==> config.mk <==
export PLATFORM = sky130hd
export DESIGN_NAME = icap_config_reader_flat
export DESIGN_NICKNAME = d
export VERILOG_FILES = /design/src/rtl/icap_config_reader_if.sv /design/src/rtl/icap_config_reader.sv /design/src/flat_wrapper.sv
export SDC_FILE = /design/constraint.sdc
export NUM_CORES = 1
export LEC_CHECK = 0
export BUFFER_PORTS_ARGS = -buffer_cell sky130_fd_sc_hd__buf_2
export CAP_MARGIN = 30
export CORE_UTILIZATION = 50
export CTS_CLUSTER_SIZE = 30
export DETAILED_ROUTE_END_ITERATION = 7
export PLACE_DENSITY = 0.77
export SLEW_MARGIN = 0
export SYNTH_ARGS = -nofsm -noshare
export SYNTH_HDL_FRONTEND = slang
export SYNTH_SLANG_ARGS = --single-unit
==> constraint.sdc <==
create_clock -name clock -period 3.8 [get_ports clock]
set_input_delay 0.19 -clock clock [delete_from_list [all_inputs] [get_ports clock]]
set_output_delay 0.19 -clock clock [all_outputs]
set_load 0.02 [all_outputs]
==> src/rtl/icap_config_reader_if.sv <==
// ---------------------------------------------------------------------------
// icap_config_reader_if
//
// Bundles the host-side request/response handshake and the ICAP_SPARTAN6 pin
// group of the configuration readback engine.
//
// Host side : start, reg_addr (to reader); busy, done, error, data (from reader)
// ICAP side : icap_clk, icap_ce, icap_write, icap_i (to primitive);
//             icap_o, icap_busy (from primitive)
//
// slave  - the reader itself
// master - whoever issues requests and models/owns the ICAP primitive
// ---------------------------------------------------------------------------
interface icap_config_reader_if;
    logic        start;
    logic [5:0]  reg_addr;
    logic        busy;
    logic        done;
    logic        error;
    logic [15:0] data;
    logic        icap_clk;
    logic        icap_ce;
    logic        icap_write;
    logic [15:0] icap_i;
    logic [15:0] icap_o;
    logic        icap_busy;

    modport slave (
        input  start, reg_addr, icap_o, icap_busy,
        output busy, done, error, data, icap_clk, icap_ce, icap_write, icap_i
    );

    modport master (
        output start, reg_addr, icap_o, icap_busy,
        input  busy, done, error, data, icap_clk, icap_ce, icap_write, icap_i
    );
endinterface

==> src/rtl/icap_config_reader.sv <==
// ---------------------------------------------------------------------------
// icap_config_reader
//
// Reads one 16-bit Spartan-6 configuration register through ICAP: syncs the
// configuration logic, issues a Type-1 one-word read header, turns the bus
// around, captures the returned word, turns the bus back and desyncs.
//
// Ports:
//   clock    system clock
//   reset    synchronous, active-high reset
//   bus      icap_config_reader_if.slave
//              start/reg_addr   request (start honoured only while idle)
//              busy/done/error  status; done is a one-clock pulse, error
//                               (BUSY timeout) is valid with done
//              data             register value, held until the next request
//              icap_*           ICAP_SPARTAN6 pins (I/O words bit-reversed
//                               within each byte)
//
// Parameters:
//   CLK_DIV  system clocks per ICAP clock period (even, >= 2)
//   TIMEOUT  ICAP periods to wait for icap_busy low before giving up
// ---------------------------------------------------------------------------
module icap_config_reader #(
    parameter int CLK_DIV = 4,
    parameter int TIMEOUT = 255
) (
    input  logic                 clock,
    input  logic                 reset,
    icap_config_reader_if.slave  bus
);

    localparam int DIV_W = $clog2(CLK_DIV);
    localparam int TO_W  = $clog2(TIMEOUT + 1);
    localparam logic [DIV_W-1:0] DIV_LAST = DIV_W'(CLK_DIV - 1);
    localparam logic [DIV_W-1:0] DIV_HALF = DIV_W'(CLK_DIV / 2);
    localparam logic [TO_W-1:0]  TO_LAST  = TO_W'(TIMEOUT - 1);

    typedef enum logic [4:0] {
        S_IDLE, S_DUMMY, S_SYNC1, S_SYNC2, S_NOOP_A, S_RDHDR, S_NOOP_B,
        S_NOOP_C, S_TURN1, S_TURN2, S_RDWAIT, S_TURN3, S_TURN4, S_DSHDR,
        S_DSCMD, S_DSNOOP0, S_DSNOOP1, S_FIN
    } state_t;

    // Fixed step order; RDWAIT only leaves when the read resolves, IDLE only
    // when a request is pending, so those two are gated by the FSM.
    function automatic state_t seqNext(input state_t s);
        case (s)
            S_IDLE:    return S_DUMMY;
            S_DUMMY:   return S_SYNC1;
            S_SYNC1:   return S_SYNC2;
            S_SYNC2:   return S_NOOP_A;
            S_NOOP_A:  return S_RDHDR;
            S_RDHDR:   return S_NOOP_B;
            S_NOOP_B:  return S_NOOP_C;
            S_NOOP_C:  return S_TURN1;
            S_TURN1:   return S_TURN2;
            S_TURN2:   return S_RDWAIT;
            S_RDWAIT:  return S_TURN3;
            S_TURN3:   return S_TURN4;
            S_TURN4:   return S_DSHDR;
            S_DSHDR:   return S_DSCMD;
            S_DSCMD:   return S_DSNOOP0;
            S_DSNOOP0: return S_DSNOOP1;
            S_DSNOOP1: return S_FIN;
            default:   return S_IDLE;
        endcase
    endfunction

    // {ce, write, logical word} presented on the ICAP during each step.
    // The TURN steps move CE and WRITE one at a time so the primitive never
    // sees the read/write direction change while it is selected.
    function automatic logic [17:0] stepOut(input state_t s, input logic [5:0] addr);
        case (s)
            S_DUMMY:   return {2'b00, 16'hFFFF};
            S_SYNC1:   return {2'b00, 16'hAA99};
            S_SYNC2:   return {2'b00, 16'h5566};
            S_RDHDR:   return {2'b00, 16'h2801 | {5'd0, addr, 5'd0}};
            S_TURN1:   return {2'b10, 16'h2000};
            S_TURN2:   return {2'b11, 16'h2000};
            S_RDWAIT:  return {2'b01, 16'h2000};
            S_TURN3:   return {2'b11, 16'h2000};
            S_TURN4:   return {2'b10, 16'h2000};
            S_DSHDR:   return {2'b00, 16'h30A1};
            S_DSCMD:   return {2'b00, 16'h000D};
            S_NOOP_A, S_NOOP_B, S_NOOP_C, S_DSNOOP0, S_DSNOOP1:
                       return {2'b00, 16'h2000};
            default:   return {2'b11, 16'hFFFF};
        endcase
    endfunction

    // ICAP data pins carry each byte MSB-first on the low pin; the same
    // permutation converts in both directions.
    function automatic logic [15:0] swapBits(input logic [15:0] w);
        logic [15:0] r;
        r = '0;
        for (int k = 0; k < 8; k++) begin
            r[k]     = w[7 - k];
            r[8 + k] = w[15 - k];
        end
        return r;
    endfunction

    state_t            r_state;
    logic [DIV_W-1:0]  r_divCnt;
    logic              r_icapClk;
    logic [TO_W-1:0]   r_waitCnt;
    logic [5:0]        r_addr;
    logic              r_busy;
    logic              r_done;
    logic              r_error;
    logic [15:0]       r_data;
    logic              r_ce;
    logic              r_write;
    logic [15:0]       r_word;

    logic              w_tick;
    logic [DIV_W-1:0]  w_divNext;
    state_t            w_nextState;
    logic [17:0]       w_nextOut;

    // w_tick is both the sample point (after the ICAP rising edge) and the
    // clock on which the divider wraps, i.e. the ICAP falling edge.
    assign w_tick      = (r_divCnt == DIV_LAST);
    assign w_divNext   = w_tick ? '0 : r_divCnt + 1'b1;
    assign w_nextState = seqNext(r_state);
    assign w_nextOut   = stepOut(w_nextState, r_addr);

    // Divider, request handshake and step FSM. The ICAP outputs are only
    // reloaded on w_tick, giving half an ICAP period of setup and hold
    // around the primitive's rising edge.
    always_ff @(posedge clock) begin
        if (reset) begin
            r_state   <= S_IDLE;
            r_divCnt  <= '0;
            r_icapClk <= 1'b0;
            r_waitCnt <= '0;
            r_addr    <= '0;
            r_busy    <= 1'b0;
            r_done    <= 1'b0;
            r_error   <= 1'b0;
            r_data    <= '0;
            r_ce      <= 1'b1;
            r_write   <= 1'b1;
            r_word    <= 16'hFFFF;
        end else begin
            r_divCnt  <= w_divNext;
            r_icapClk <= (w_divNext >= DIV_HALF);
            r_done    <= 1'b0;

            // r_done blocks a start on the clock right after completion.
            if (r_state == S_IDLE && !r_busy && !r_done && bus.start) begin
                r_addr  <= bus.reg_addr;
                r_busy  <= 1'b1;
                r_error <= 1'b0;
            end

            if (w_tick) begin
                case (r_state)
                    S_IDLE: begin
                        if (r_busy) begin
                            r_state                  <= w_nextState;
                            {r_ce, r_write, r_word}  <= w_nextOut;
                        end
                    end
                    S_RDWAIT: begin
                        if (!bus.icap_busy) begin
                            r_data                   <= swapBits(bus.icap_o);
                            r_state                  <= w_nextState;
                            {r_ce, r_write, r_word}  <= w_nextOut;
                        end else if (r_waitCnt == TO_LAST) begin
                            r_error                  <= 1'b1;
                            r_state                  <= w_nextState;
                            {r_ce, r_write, r_word}  <= w_nextOut;
                        end else begin
                            r_waitCnt <= r_waitCnt + 1'b1;
                        end
                    end
                    S_FIN: begin
                        r_done                   <= 1'b1;
                        r_busy                   <= 1'b0;
                        r_state                  <= w_nextState;
                        {r_ce, r_write, r_word}  <= w_nextOut;
                    end
                    default: begin
                        r_waitCnt                <= '0;
                        r_state                  <= w_nextState;
                        {r_ce, r_write, r_word}  <= w_nextOut;
                    end
                endcase
            end
        end
    end

    assign bus.busy       = r_busy;
    assign bus.done       = r_done;
    assign bus.error      = r_error;
    assign bus.data       = r_data;
    assign bus.icap_clk   = r_icapClk;
    assign bus.icap_ce    = r_ce;
    assign bus.icap_write = r_write;
    assign bus.icap_i     = swapBits(r_word);

endmodule

==> src/flat_wrapper.sv <==
// flat-port wrapper written by rule: the top's interface ports become plain ports
module icap_config_reader_flat 
#(
    parameter int CLK_DIV = 4,
    parameter int TIMEOUT = 255
)
  (clock, reset, bus_start, bus_reg_addr, bus_icap_o, bus_icap_busy, bus_busy, bus_done, bus_error, bus_data, bus_icap_clk, bus_icap_ce, bus_icap_write, bus_icap_i);
  icap_config_reader_if bus_i ();
  input  logic clock;
  input  logic reset;
  input wire logic [$bits(bus_i.start)-1:0] bus_start;
  input wire logic [$bits(bus_i.reg_addr)-1:0] bus_reg_addr;
  input wire logic [$bits(bus_i.icap_o)-1:0] bus_icap_o;
  input wire logic [$bits(bus_i.icap_busy)-1:0] bus_icap_busy;
  output wire logic [$bits(bus_i.busy)-1:0] bus_busy;
  output wire logic [$bits(bus_i.done)-1:0] bus_done;
  output wire logic [$bits(bus_i.error)-1:0] bus_error;
  output wire logic [$bits(bus_i.data)-1:0] bus_data;
  output wire logic [$bits(bus_i.icap_clk)-1:0] bus_icap_clk;
  output wire logic [$bits(bus_i.icap_ce)-1:0] bus_icap_ce;
  output wire logic [$bits(bus_i.icap_write)-1:0] bus_icap_write;
  output wire logic [$bits(bus_i.icap_i)-1:0] bus_icap_i;
  assign bus_i.start = bus_start;
  assign bus_i.reg_addr = bus_reg_addr;
  assign bus_i.icap_o = bus_icap_o;
  assign bus_i.icap_busy = bus_icap_busy;
  assign bus_busy = bus_i.busy;
  assign bus_done = bus_i.done;
  assign bus_error = bus_i.error;
  assign bus_data = bus_i.data;
  assign bus_icap_clk = bus_i.icap_clk;
  assign bus_icap_ce = bus_i.icap_ce;
  assign bus_icap_write = bus_i.icap_write;
  assign bus_icap_i = bus_i.icap_i;
  icap_config_reader #(.CLK_DIV(CLK_DIV), .TIMEOUT(TIMEOUT)) u_core (.clock(clock), .reset(reset), .bus(bus_i));
endmodule
* Word-level counts from Yosys, hierarchy flattened
Memory sizes are Yosys's and may differ from the RTL's. A register that Yosys moved wholly into a read port is not among the register bits.
Index checks and enable logic that the tools add are counted.
Widths: inputs -> output; s select.
** Storage, ports and cells
- Bits in read-only memories :: 160
- Bits of input ports :: 26
- Register bits :: 59
- Word-level logic and storage cells :: 89
- Memories :: 1
** Cells by class
- Add/sub/neg operators :: 2
- Muxes and demuxes :: 32
- Reduce and logical (&&, ||, !) cells :: 14
- Eq/ne operators :: 24
- $lt $le $gt $ge :: 1
- Bitwise gates (word level) :: 3
** Memory list
- (no name shown) :: words 32, width 5, rd ports 1, clocked after Yosys merged registers in 1, write ports 0, RTL line icap_config_reader.sv:47 : case (s)
** Operators by type and width (number)
- $pmux 18 s10 :: 1
- $mux 16 :: 3
- $eq 5x4->1 const B :: 9
- $pmux 16 s2 :: 1
- $mux 5 :: 5
- $eq 5x3->1 const B :: 4
- $mux 8 :: 2
- $pmux 8 s2 :: 1
- $mux 1 :: 15
- $eq 5x2->1 const B :: 2
- $eq 5x5->1 const B :: 2
- $pmux 5 s2 :: 1
- $add 8x1->8 const B :: 1
- $eq 8x8->1 const B :: 1
- $reduce_or 2->1 :: 4
- $reduce_and 3->1 :: 2
- $eq 5x1->1 const B :: 1
- $logic_not 5->1 :: 1
- $reduce_or 5->1 :: 1
- $ne 2x2->1 const B :: 2
- $pmux 1 s2 :: 2
- $reduce_and 4->1 :: 1
- $logic_and 1x1->1 :: 3
- $ne 3x2->1 const B :: 1
- other kinds (7) :: 10

* Longest topological paths before layout
Gate-level depths: netlist (run 1).
- Word-level depth :: 9
- Depth in mapped cells :: 12
- Depth with buffers taken out :: 11

* Least setup slack after synthesis (run 1)
OpenSTA, ideal clock, no wires.
- Kind :: reg2reg
- From :: register u_core.r_state[4]
- To :: register u_core.w_nextState[4] (netlist name)
- Cell stages (with the launch flop) :: 11
- Data arrival time :: 2231 ps
- Path slack :: 1452 ps
- Clock period less this slack :: 2348 ps
- Cells stage by stage :: dfxtp_1 -> buf_2 -> or4_4 -> o21ai_2 -> buf_4 -> nand2_1 -> a21oi_2 -> inv_1 -> ha_1 -> nor3b_1 -> a22o_1
** Between the ends
- Word-level cells in the longest chain between the ends :: 5
** RTL lines
- start, declared :: RTL line icap_config_reader.sv:103 : state_t r_state;
- start signal, assigned :: RTL line icap_config_reader.sv:161 : r_state <= w_nextState;
- start signal, assigned :: RTL line icap_config_reader.sv:168 : r_state <= w_nextState;
- start signal, assigned :: RTL line icap_config_reader.sv:172 : r_state <= w_nextState;
- $eq 5x4->1 or $logic_not 5->1 (tied branches) :: RTL line icap_config_reader.sv:158 : case (r_state)
- $ne 3x2->1 (no line) or $ne 2x1->1 (tied branches)
- $reduce_and 3->1 (no line)
- $mux 5 (no line) (*) (2 in series)
Every way passes the cells marked *; elsewhere a longest branch is shown, timed or not.
A chain may end at the register's enable or synchronous reset.

* Worst setup path after layout (run 1)
- From :: register u_core.r_state[4]
- To :: register u_core.w_nextState[4] (netlist name)
** Between the ends
- Word-level cells in the longest chain between the ends :: 5
** RTL lines (RTL line)
- $eq 5x4->1 or $logic_not 5->1 (tied branches) :: icap_config_reader.sv:158
- $ne 3x2->1 (no line) or $ne 2x1->1 (tied branches)
- $reduce_and 3->1 (no line)
- $mux 5 (no line) (*) (2 in series)
Marked as above.

==> results of run 1 <==
-- cell usage in the layout (no fill, tap or decap), types with 3 or more instances in the layout --
cell      Yosys  final
buf_2         3     63
dfxtp_1      61     61
nor2_1       48     48
nand2_1      30     30
mux2i_1      26     26
nand3_1      17     17
a21oi_1      10     10
inv_1         9      9
clkbuf_8      0      9
nand4_1       7      7
xor2_1        7      7
ha_1          6      6
o21ai_0       5      5
nor2b_1       4      4
nor3b_1       3      3
o211ai_1      3      3
clkinv_4      0      3
-- flip-flops by register name (all words and copies together) (netlist names), 2 cells and up --
name	cells
u_core.r_waitCnt	8
u_core.bus.data	16
u_core.r_word	14
u_core.r_divCnt	2
u_core.r_addr	6
u_core.w_nextState	5
u_core.r_state	5
-- critical path, delay by kind of cell (launching register included) --
family	cells	cell delay, ns
compound gates	3	1.26
flops	1	0.39
buf+inv	1	0.07
fa+ha+maj	1	0.19
simple gates	3	0.90
-- stage by stage --
stage | hold WS (ns) | instances
4_1_cts | 0.0796 | 420
5_1_grt | 0.0871 | 420
6_report | 0.0874 | 420
3_3_place_gp | 0.406 | 404
3_5_place_dp | 0.410 | 404
2_1_floorplan | 0.334 | 291
-- routing by layer --
layer	routed length, um	share of wire, %
met1	2480	47
met2	2370	45
met3	296	5.7
met4	78	1.5
met5	0	0
-- worst paths after layout --
kind / end / startpoint / slack, ns
worst max register to register: u_core.w_nextState[4] / u_core.r_state[4] / 0.87
worst min-delay path: u_core.r_addr[4] / bus_reg_addr[4] / 0.09
worst max-delay path: u_core.w_nextState[4] / u_core.r_state[4] / 0.87
worst min register to register: u_core.r_divCnt[0] / u_core.r_divCnt[0] / 0.42
-- logic make-up (layout without fill, tap and decap cells) --
| logic type | Yosys count | in the layout | share of synthesized area [%] |
|---|---|---|---|
| and+or+nand+nor | 124 | 124 | 22.3 |
| DFF | 61 | 61 | 46.6 |
| AOI/OAI and AO/OA | 41 | 41 | 11.6 |
| muxes | 26 | 26 | 9.93 |
| buffers and inverters | 26 | 88 | 4.44 |
| xor gates and xnor gates | 7 | 7 | 2.34 |
| adders and majority gates | 6 | 6 | 2.86 |
-- report_power, final --
| group | leakage, nW | internal [mW] | switching [mW] |
|---|---|---|---|
| logic | 0.739 | 0.0314 | 0.0467 |
| clock network | 0.104 | 0.305 | 0.252 |
| registers | 0.494 | 0.653 | 0.00875 |
-- area by class of cell --
cell class              count  area, um^2
repair buffers             63         315
flip-flops and latches     61        1220
multi-input cells         204        1280
clock buffers               9         124
well taps                  67        83.8
inverters                   9        33.8
fillers                   423        1740
clock inverters             7        75.1
==> reports/qor.csv, run 1 <==
stage;metric;value;unit
clocking;Clk Tree Root Cell;clkbuf_8;
cells_and_area;Final #Nets;380;
synth;Synth area leader;dfxtp_1;
clocking;Post-CTS Resized;0;
critical_path;Critical Path RT;4.03;ns
cells_and_area;Area Growth Syn to Fin;19.7;%
place;placed inst area;2940;um^2
timing;max_slew headroom;34.1;%
power;Cell Pwr Density;414;nW/um^2
clocking;setup bufs post-CTS;0;
drt;drt via density;5.11;
place;gpl congestion;0.883;
global_route;largest net degree at the start of global routing;46;
clocking;CTS max path bufs;2;
hold_path;hold depth;3;
cells_and_area;final instance area;3140;um^2
synth;Syn Inst Count;291;
critical_path;crit path cell chain;or4_4 > o21ai_2 > nand2_1 > a21oi_1 > inv_1 > ha_1 > nor3b_1 > a22o_1;
floorplanning;Die Y;74.4;um
timing;final hold violation count;0;
clocking;TritonCTS clock tree;built;
clocking;Post-CTS Hold Buffers;0;
timing;post-route setup slack;0.869;ns
global_route;grt total ovfl;0;
global_route;routing usage on met2;30.0;%
timing;Max Clock Skew;0.00848;ns
global_route;Global Route met1 Usage;24.6;%
place;Setup WS pre-CTS;0.870;ns
critical_path;Critical Path Max Stage Delay;0.74;ns
cells_and_area;ANT cells;0;
timing;final setup vio count;0;
drt;vias;2148;
synth;count of different cell masters after synthesis;47;
synth;Cell Area, Synth;2620;um^2
drt;Wirelength per Cell;12.4;um
timing;Max Fclk;341;MHz
drt;Routed Antenna Nets;0;
floorplanning;Cell Rows;25;
power;Leak Pwr;1.34;nW
critical_path;Slowest-stage cell, CP;o21ai_2;
critical_path;WP data arrival;3.16;ns
synth;synth cell count leaders;61 x dfxtp_1, 48 x nor2_1, 30 x nand2_1, 26 x mux2i_1, 17 x nand3_1;
place;I/O Buffers;63;
floorplanning;Ports;64;
synth;fraction of registers with async set/reset;0;%
synth;yosys synthesis warning count;0;
synth;most common cell in the synthesized netlist;dfxtp_1;
synth;Post-synth EDFFs;0;
global_route;vias in the first global route;1770;
global_route;all-layer global routing usage;19.3;%
synth;ranking of synthesized cells by area;dfxtp_1 47%, mux2i_1 9.9%, nor2_1 6.9%, nand2_1 4.3%, nand3_1 3.2%;
global_route;first-pass GRT wire length;7960;um
timing;min Tclk post-route;2.93;ns
power;total power draw;1.30;mW
floorplanning;die area;5540;um^2
clocking;CTS buffer count;9;
synth;sequential-to-total area share from yosys stat;46.6;%
floorplanning;floorplan core area;4880;um^2
clocking;Worst-path clk slew;0.07;ns
hold_path;Worst Hold Class;input pin to flop;
cells_and_area;Final Util;64.3;%
critical_path;Worst Path Class, Setup;flop to flop;
global_route;met3 Use GR;4.88;%
timing;RSZ-0062 raised after global routing;false;
timing;Pins Over Slew Limit;0;
place;HPWL after DPL;3720;um
timing;worst-margin pin slew;0.988;ns
synth;Mapped Nets;323;
critical_path;depth of the most critical reg-to-reg path;8;
global_route;gr busiest metal;met2;
power;worst vdd ir;0.000257;V
floorplanning;die span in x;74.4;um
timing;Tcrit/Tclk final;77.1;%
critical_path;startpoint types;flop;
drt;DRC violations left;0;
synth;Avg Inst Size Synth;9.01;um^2
flow_run;Max Cap Violations;0;
critical_path;CP Max Fanout;23;
timing;Post-Route Setup TNS;0;ns
cells_and_area;share of post-route cells with drive strength above 1;25.5;%
drt;Detailed Routing Iterations Pass 1;4;
clocking;worst skew pair latency;0.33;ns
synth;register bit count reported by yosys;61;
synth;post-synth top area share;46.6;%
clocking;H-tree lvl count;3;
critical_path;Crit. End Element;flop;
clocking;TritonCTS Sinks;61;
drt;Post-Route WL;5220;um
synth;ys flop type;dfxtp_1;
outcome;outcome;complete, no violations;
drt;DR iter-0 viols;127;
floorplanning;Initial Util;53.7;%
global_route;initial antenna violation count;0;
Power figures use the tool's default switching activity.
==> run 2, diff against run 1 <==
--- a/config.mk
+++ b/config.mk
@@ -5,12 +5,13 @@
 export SDC_FILE = /design/constraint.sdc
 export NUM_CORES = 1
 export LEC_CHECK = 0
+export ABC_AREA = 1
 export BUFFER_PORTS_ARGS = -buffer_cell sky130_fd_sc_hd__buf_2
 export CAP_MARGIN = 30
-export CORE_UTILIZATION = 50
+export CORE_UTILIZATION = 49
 export CTS_CLUSTER_SIZE = 30
 export DETAILED_ROUTE_END_ITERATION = 7
-export PLACE_DENSITY = 0.77
+export PLACE_DENSITY = 0.78
 export SLEW_MARGIN = 0
 export SYNTH_ARGS = -nofsm -noshare
 export SYNTH_HDL_FRONTEND = slang
==> constraint.sdc (replaced) <==
create_clock -name clock -period 2.65 [get_ports clock]
set_input_delay 0.1325 -clock clock [delete_from_list [all_inputs] [get_ports clock]]
set_output_delay 0.1325 -clock clock [all_outputs]
set_load 0.02 [all_outputs]
==> reports/qor.csv, run 2 <==
stage;metric;value;unit;change
outcome;outcome;complete, no violations;;
global_route;grt total ovfl;0;;unchanged
cells_and_area;Multi-input gate area;1450;um^2;+13%
drt;metal2 WL;3130;um;+32%
floorplanning;floorplan core area;5610;um^2;+15%
synth;Avg Inst Size Synth;7.44;um^2;-17%
floorplanning;die span in x;79.2;um;+6.4%
timing;final hold violation count;0;;unchanged
clocking;TritonCTS Sinks;61;;unchanged
global_route;initial antenna violation count;0;;unchanged
floorplanning;die area;6270;um^2;+13%
synth;register bit count reported by yosys;61;;unchanged
global_route;all-layer global routing usage;22.8;%;+3.5 points
drt;drt via density;5.01;;-2.0%
critical_path;Critical Path RT;2.94;ns;-1.09 ns
drt;Wirelength per Cell;12.0;um;-3.2%
place;gpl congestion;0.908;;+2.8%
critical_path;CP Max Fanout;15;;-35%
timing;min Tclk post-route;2.16;ns;-0.770 ns
synth;fraction of registers with async set/reset;0;%;unchanged
cells_and_area;# fillers;520;;+23%
floorplanning;Cell Rows;27;;+8.0%
clocking;Post-CTS Hold Buffers;0;;unchanged
clocking;CTS buffer count;9;;unchanged
cells_and_area;Area Growth Syn to Fin;18.2;%;
cells_and_area;Final #Nets;486;;+28%
cells_and_area;Final Util;61.5;%;-2.8 points
hold_path;Worst Hold Class;input pin to flop;;
timing;Tcrit/Tclk final;81.5;%;+4.4 points
drt;DRC violations left;0;;unchanged
clocking;Post-CTS Resized;0;;unchanged
power;total power draw;2.09;mW;+61%
cells_and_area;most common cell after layout, fill and taps aside;nand2_1;;
clocking;H-tree lvl count;3;;unchanged
synth;Cell Area, Synth;2920;um^2;+11%
timing;Post-Route Setup TNS;0;ns;unchanged
clocking;Worst-path clk slew;0.07;ns;about the same
power;Leak Pwr;1.57;nW;+17%
drt;met3 wire length;427;um;+44%
place;placed inst area;3240;um^2;+10%
drt;DR iter-0 viols;139;;+9.4%
power;Cell Pwr Density;607;nW/um^2;+47%
place;I/O Buffers;63;;unchanged
flow_run;Max Cap Violations;0;;unchanged
timing;max_slew headroom;73.8;%;+40 points
cells_and_area;final instance area;3450;um^2;+9.9%
synth;Mapped Nets;424;;+31%
synth;ys flop type;dfxtp_1;;
clocking;Clk Tree Root Cell;clkbuf_8;;
synth;ranking of synthesized cells by area;dfxtp_1 42%, nand2_1 10%, nor2_1 8.7%, o21ai_0 5.1%, inv_1 4.9%;;
floorplanning;Die Y;79.2;um;+6.4%
floorplanning;Initial Util;52.0;%;-1.7 points
synth;post-synth top area share;41.9;%;-4.7 points
synth;count of different cell masters after synthesis;33;;-30%
synth;yosys synthesis warning count;0;;unchanged
timing;Pins Over Slew Limit;0;;unchanged
global_route;largest net degree at the start of global routing;43;;-6.5%
cells_and_area;ANT cells;0;;unchanged
clocking;TritonCTS clock tree;built;;
critical_path;WP data arrival;2.45;ns;-0.71 ns
drt;Post-Route WL;6380;um;+22%
timing;final setup vio count;0;;unchanged
clocking;worst skew pair latency;0.35;ns;+0.02 ns
clocking;setup bufs post-CTS;0;;unchanged
synth;synth cell count leaders;78 x nand2_1, 68 x nor2_1, 61 x dfxtp_1, 38 x inv_1, 30 x o21ai_0;;
timing;RSZ-0062 raised after global routing;false;;
synth;most common cell in the synthesized netlist;nand2_1;;
place;Placed Cells incl. Taps;515;;+27%
drt;Detailed Routing Iterations Pass 1;4;;unchanged
cells_and_area;max reg flops;16;;unchanged
global_route;vias in the first global route;2457;;+39%
cells_and_area;highest-count cells in the layout ignoring fill and taps;78 x nand2_1, 68 x nor2_1, 63 x buf_2;;
power;worst vdd ir;0.000337;V;+31%
drt;DRT met1 WL;2750;um;+11%
drt;highest routed layer;met4;;
place;HPWL after DPL;4550;um;+22%
global_route;first-pass GRT wire length;11100;um;+39%
timing;Max Fclk;463;MHz;+36%
synth;Syn Inst Count;392;;+35%
cells_and_area;count of non-filler cells in the finished layout;531;;+26%
timing;worst-margin pin slew;0.394;ns;-0.594 ns
synth;sequential-to-total area share from yosys stat;41.9;%;-4.7 points
cells_and_area;share of post-route cells with drive strength above 1;25.3;%;-0.22 points
cells_and_area;register area;1220;um^2;unchanged
drt;vias;2661;;+24%
critical_path;startpoint types;flop;;
synth;Post-synth EDFFs;0;;unchanged
clocking;CTS max path bufs;2;;unchanged
timing;Max Clock Skew;0.00929;ns;+0.000812 ns
critical_path;Worst Path Class, Setup;flop to flop;;
floorplanning;Ports;64;;unchanged
critical_path;Crit. End Element;flop;;
synth;Synth area leader;dfxtp_1;;
drt;Routed Antenna Nets;0;;unchanged
[run 2: per-layer routing]
| metal | vias up | global-route usage, % |
|---|---|---|
| met1 | 1199 | 26.1 |
| met2 | 82 | 40.2 |
| met3 | 9 | 7.01 |
| li1 | 1371 | - |
| met5 | - | 0 |
| met4 | 0 | 7.27 |
[run 2: metrics by stage]
stage | hold WS (ns) | setup slack, ns
after floorplan | 0.225 | 0.810
after global placement | 0.383 | 0.630
after detailed placement | 0.390 | 0.513
after CTS | 0.0266 | 0.477
after global routing | 0.0356 | 0.265
final | 0.0336 | 0.490
[run 2: kinds of logic after synthesis]
kind of cell	share of synthesized area, %
DFF	41.9
xor gates and xnor gates	1.20
AOI/OAI and AO/OA	8.83
buffers and inverters	8.45
adders and majority gates	2.57
and+or+nand+nor	37.1
[run 2: worst paths after layout]
kind                  startpoint                     to  slack (ns)  cells past startpoint
max          u_core.r_waitCnt[0]  u_core.w_nextState[4]        0.49                     15
min               bus_icap_o[15]     u_core.bus.data[8]        0.03                      3
max reg2reg  u_core.r_waitCnt[0]  u_core.w_nextState[4]        0.49                     15
min reg2reg   u_core.r_divCnt[0]     u_core.r_divCnt[0]        0.42                      1
[run 2: area by class of cell]
class | count | area share, %
clock inverter | 5 | 1.71
multi-input combinational | 277 | 42.1
clock buffer | 11 | 4.39
inverter | 41 | 4.46
timing repair buffer | 64 | 9.36
tap | 72 | 2.61
sequential | 61 | 35.4
[run 2: critical path, stage by stage (launching register included)]
cell and delay [ns]:
dfxtp_1 0.32, inv_1 0.11, ha_1 0.16, nand2_1 0.05, nor2_1 0.11, nand2_2 0.10
inv_1 0.06, nor2_1 0.06, nor2_4 0.26, nor2_1 0.14, nor3_4 0.20, ha_1 0.21
inv_1 0.05, nor2_1 0.15, nand2_1 0.07, nand2_1 0.06
[run 2: report_power, final]
group	internal [mW]	switching, mW
clock network	0.485	0.383
registers	0.953	0.0246
logic	0.0855	0.161
==> run 3, diff against run 2 <==
==> constraint.sdc (replaced) <==
create_clock -name clock -period 1.75 [get_ports clock]
set_input_delay 0.0875 -clock clock [delete_from_list [all_inputs] [get_ports clock]]
set_output_delay 0.0875 -clock clock [all_outputs]
set_load 0.02 [all_outputs]
==> reports/qor.csv, run 3 (synthesis results as in run 2) <==
stage;metric;value;unit;change
outcome;outcome;finished with violations;;
outcome;failing checks;negative setup slack;;
power;total power draw;3.10;mW;+48%
place;I/O Buffers;63;;unchanged
drt;Post-Route WL;7000;um;+9.7%
clocking;Worst-path clk slew;0.07;ns;about the same
clocking;CTS max path bufs;2;;unchanged
clocking;Clk Tree Root Cell;clkbuf_8;;
floorplanning;die span in x;79.2;um;unchanged
global_route;initial antenna violation count;0;;unchanged
floorplanning;Initial Util;52.0;%;unchanged
global_route;first-pass GRT wire length;11200;um;+1.1%
critical_path;startpoint types;flop;;
timing;Tcrit/Tclk final;100;%;+19 points
timing;final setup vio count;2;;+2
cells_and_area;highest-count cells in the layout ignoring fill and taps;76 x nand2_1, 63 x buf_2, 62 x nor2_1;;
timing;max_slew headroom;77.4;%;+3.7 points
critical_path;Critical Path RT;1.98;ns;-0.96 ns
clocking;CTS buffer count;9;;unchanged
place;HPWL after DPL;4840;um;+6.4%
floorplanning;Die Y;79.2;um;unchanged
floorplanning;die area;6270;um^2;unchanged
cells_and_area;most common cell after layout, fill and taps aside;nand2_1;;
cells_and_area;# fillers;468;;-10%
global_route;grt total ovfl;0;;unchanged
critical_path;Worst Path Class, Setup;flop to flop;;
drt;Detailed Routing Iterations Pass 1;4;;unchanged
timing;RSZ-0062 raised after global routing;true;;
drt;DR iter-0 viols;197;;+42%
timing;Max Clock Skew;0.00388;ns;-0.00541 ns
drt;DRC violations left;0;;unchanged
cells_and_area;max reg flops;16;;unchanged
clocking;worst skew pair latency;0.33;ns;-0.02 ns
power;Cell Pwr Density;815;nW/um^2;+34%
drt;metal2 WL;3480;um;+11%
power;worst vdd ir;0.000489;V;+45%
clocking;H-tree lvl count;3;;unchanged
critical_path;WP data arrival;1.99;ns;-0.46 ns
critical_path;CP Max Fanout;4;;-11
drt;vias;2804;;+5.4%
place;gpl congestion;0.844;;-7.1%
drt;Routed Antenna Nets;0;;unchanged
drt;met3 wire length;407;um;-4.7%
flow_run;Max Cap Violations;0;;unchanged
cells_and_area;share of post-route cells with drive strength above 1;34.0;%;+8.7 points
clocking;TritonCTS clock tree;built;;
cells_and_area;Final #Nets;519;;+6.8%
cells_and_area;Area Growth Syn to Fin;30.4;%;
timing;Max Fclk;570;MHz;+23%
global_route;vias in the first global route;2608;;+6.1%
drt;DRT met1 WL;2950;um;+7.3%
drt;highest routed layer;met4;;
cells_and_area;ANT cells;0;;unchanged
drt;drt via density;4.98;;-0.62%
critical_path;Crit. End Element;flop;;
timing;min Tclk post-route;1.75;ns;-0.406 ns
floorplanning;Ports;64;;unchanged
global_route;all-layer global routing usage;23.0;%;+0.25 points
clocking;TritonCTS Sinks;61;;unchanged
floorplanning;floorplan core area;5610;um^2;unchanged
place;Setup WS pre-CTS;-0.00852;ns;-0.522 ns
timing;Pins Over Slew Limit;0;;unchanged
power;Leak Pwr;1.75;nW;+11%
timing;final hold violation count;0;;unchanged
timing;post-route setup slack;-0.00418;ns;-0.494 ns
hold_path;Worst Hold Class;input pin to flop;;
drt;Wirelength per Cell;12.4;um;+3.5%
floorplanning;Cell Rows;27;;unchanged
timing;worst-margin pin slew;0.338;ns;-0.0559 ns
global_route;largest net degree at the start of global routing;43;;unchanged
==> run 3: cell count changes in the layout (fill, tap and decap cells not counted), moves of 4 or more <==
| cell | change |
|---|---|
| nor2_1 | -6 |
| dlygate4sd3_1 | +7 |
| nor2_2 | +4 |
| dfxtp_1 | -6 |
| inv_1 | -7 |
| buf_4 | +23 |
| ha_1 | -4 |
| inv_2 | +7 |
| dfxtp_2 | +6 |
==> run 3: worst paths after layout <==
| check | start | end | slack, ns | depth (start not counted) |
|---|---|---|---|---|
| min | bus_icap_o[14] | u_core.bus.data[9] | 0.007 | 3 |
| min reg2reg | u_core.r_divCnt[0] | u_core.r_divCnt[0] | 0.44 | 1 |
| max | u_core.r_waitCnt[0] | u_core.w_nextState[0] | -0.004 | 15 |
| max reg2reg | u_core.r_waitCnt[0] | u_core.w_nextState[0] | -0.004 | 15 |
==> run 3: routing by layer <==
layer  vias up  GRT usage [%]
li1       1441              -
met1      1252           26.6
met2        95           39.5
met3        16           5.63
met4         0           11.5
met5         -              0
==> run 3: worst max-delay path, cell delays in order, from the launching register on <==
cell	delay, ns
dfxtp_2	0.32
inv_2	0.07
ha_4	0.12
nand2_2	0.05
nor2_2	0.12
nand2_2	0.09
nand3_4	0.08
nand2_4	0.08
nand2_1	0.13
o211ai_4	0.10
buf_4	0.16
ha_4	0.14
inv_2	0.03
nor2_1	0.03
nand2_1	0.08
nand2_1	0.05
==> run 3: repair_timing <==
action / in CTS / in global routing
hold buffers: 7 / 0
endpoints found under the setup margin: 4 / 14
endpoints found under the hold margin: 7 / 0
setup buffers: 1 / 5
gates resized for setup: 8 / 18
pin swaps: 4 / 17
==> run 3: power breakdown <==
group / switching, mW / internal, mW / leakage, nW
Sequential: 0.0397 / 1.45 / 0.498
Clock: 0.550 / 0.619 / 0.0905
Combinational: 0.267 / 0.179 / 1.16
Total: 0.857 / 2.24 / 1.75
==> run 3: per-stage QoR <==
step	util (%)	area (um^2)	instances	setup TNS [ns]	hold slack (ns)
after floorplan	-	2940	392	-0.119	0.180
after global placement	61.3	3440	535	0	0.337
after detailed placement	61.3	3440	535	-0.0159	0.340
after CTS	66.2	3710	558	-0.0373	0.000555
after global routing	67.8	3800	563	-0.734	0.00528
final	67.8	3800	563	-0.00764	0.00701
==> run 3: final cells by class <==
type,count,area (um^2),area share [%]
Clock buffer,12,165,4.34
Clock inverter,3,20.0,0.526
Inverter,41,154,4.04
Multi-Input combinational cell,277,1530,40.2
Sequential cell,61,1230,32.3
Tap cell,72,90.1,2.37
Timing Repair Buffer,97,617,16.2
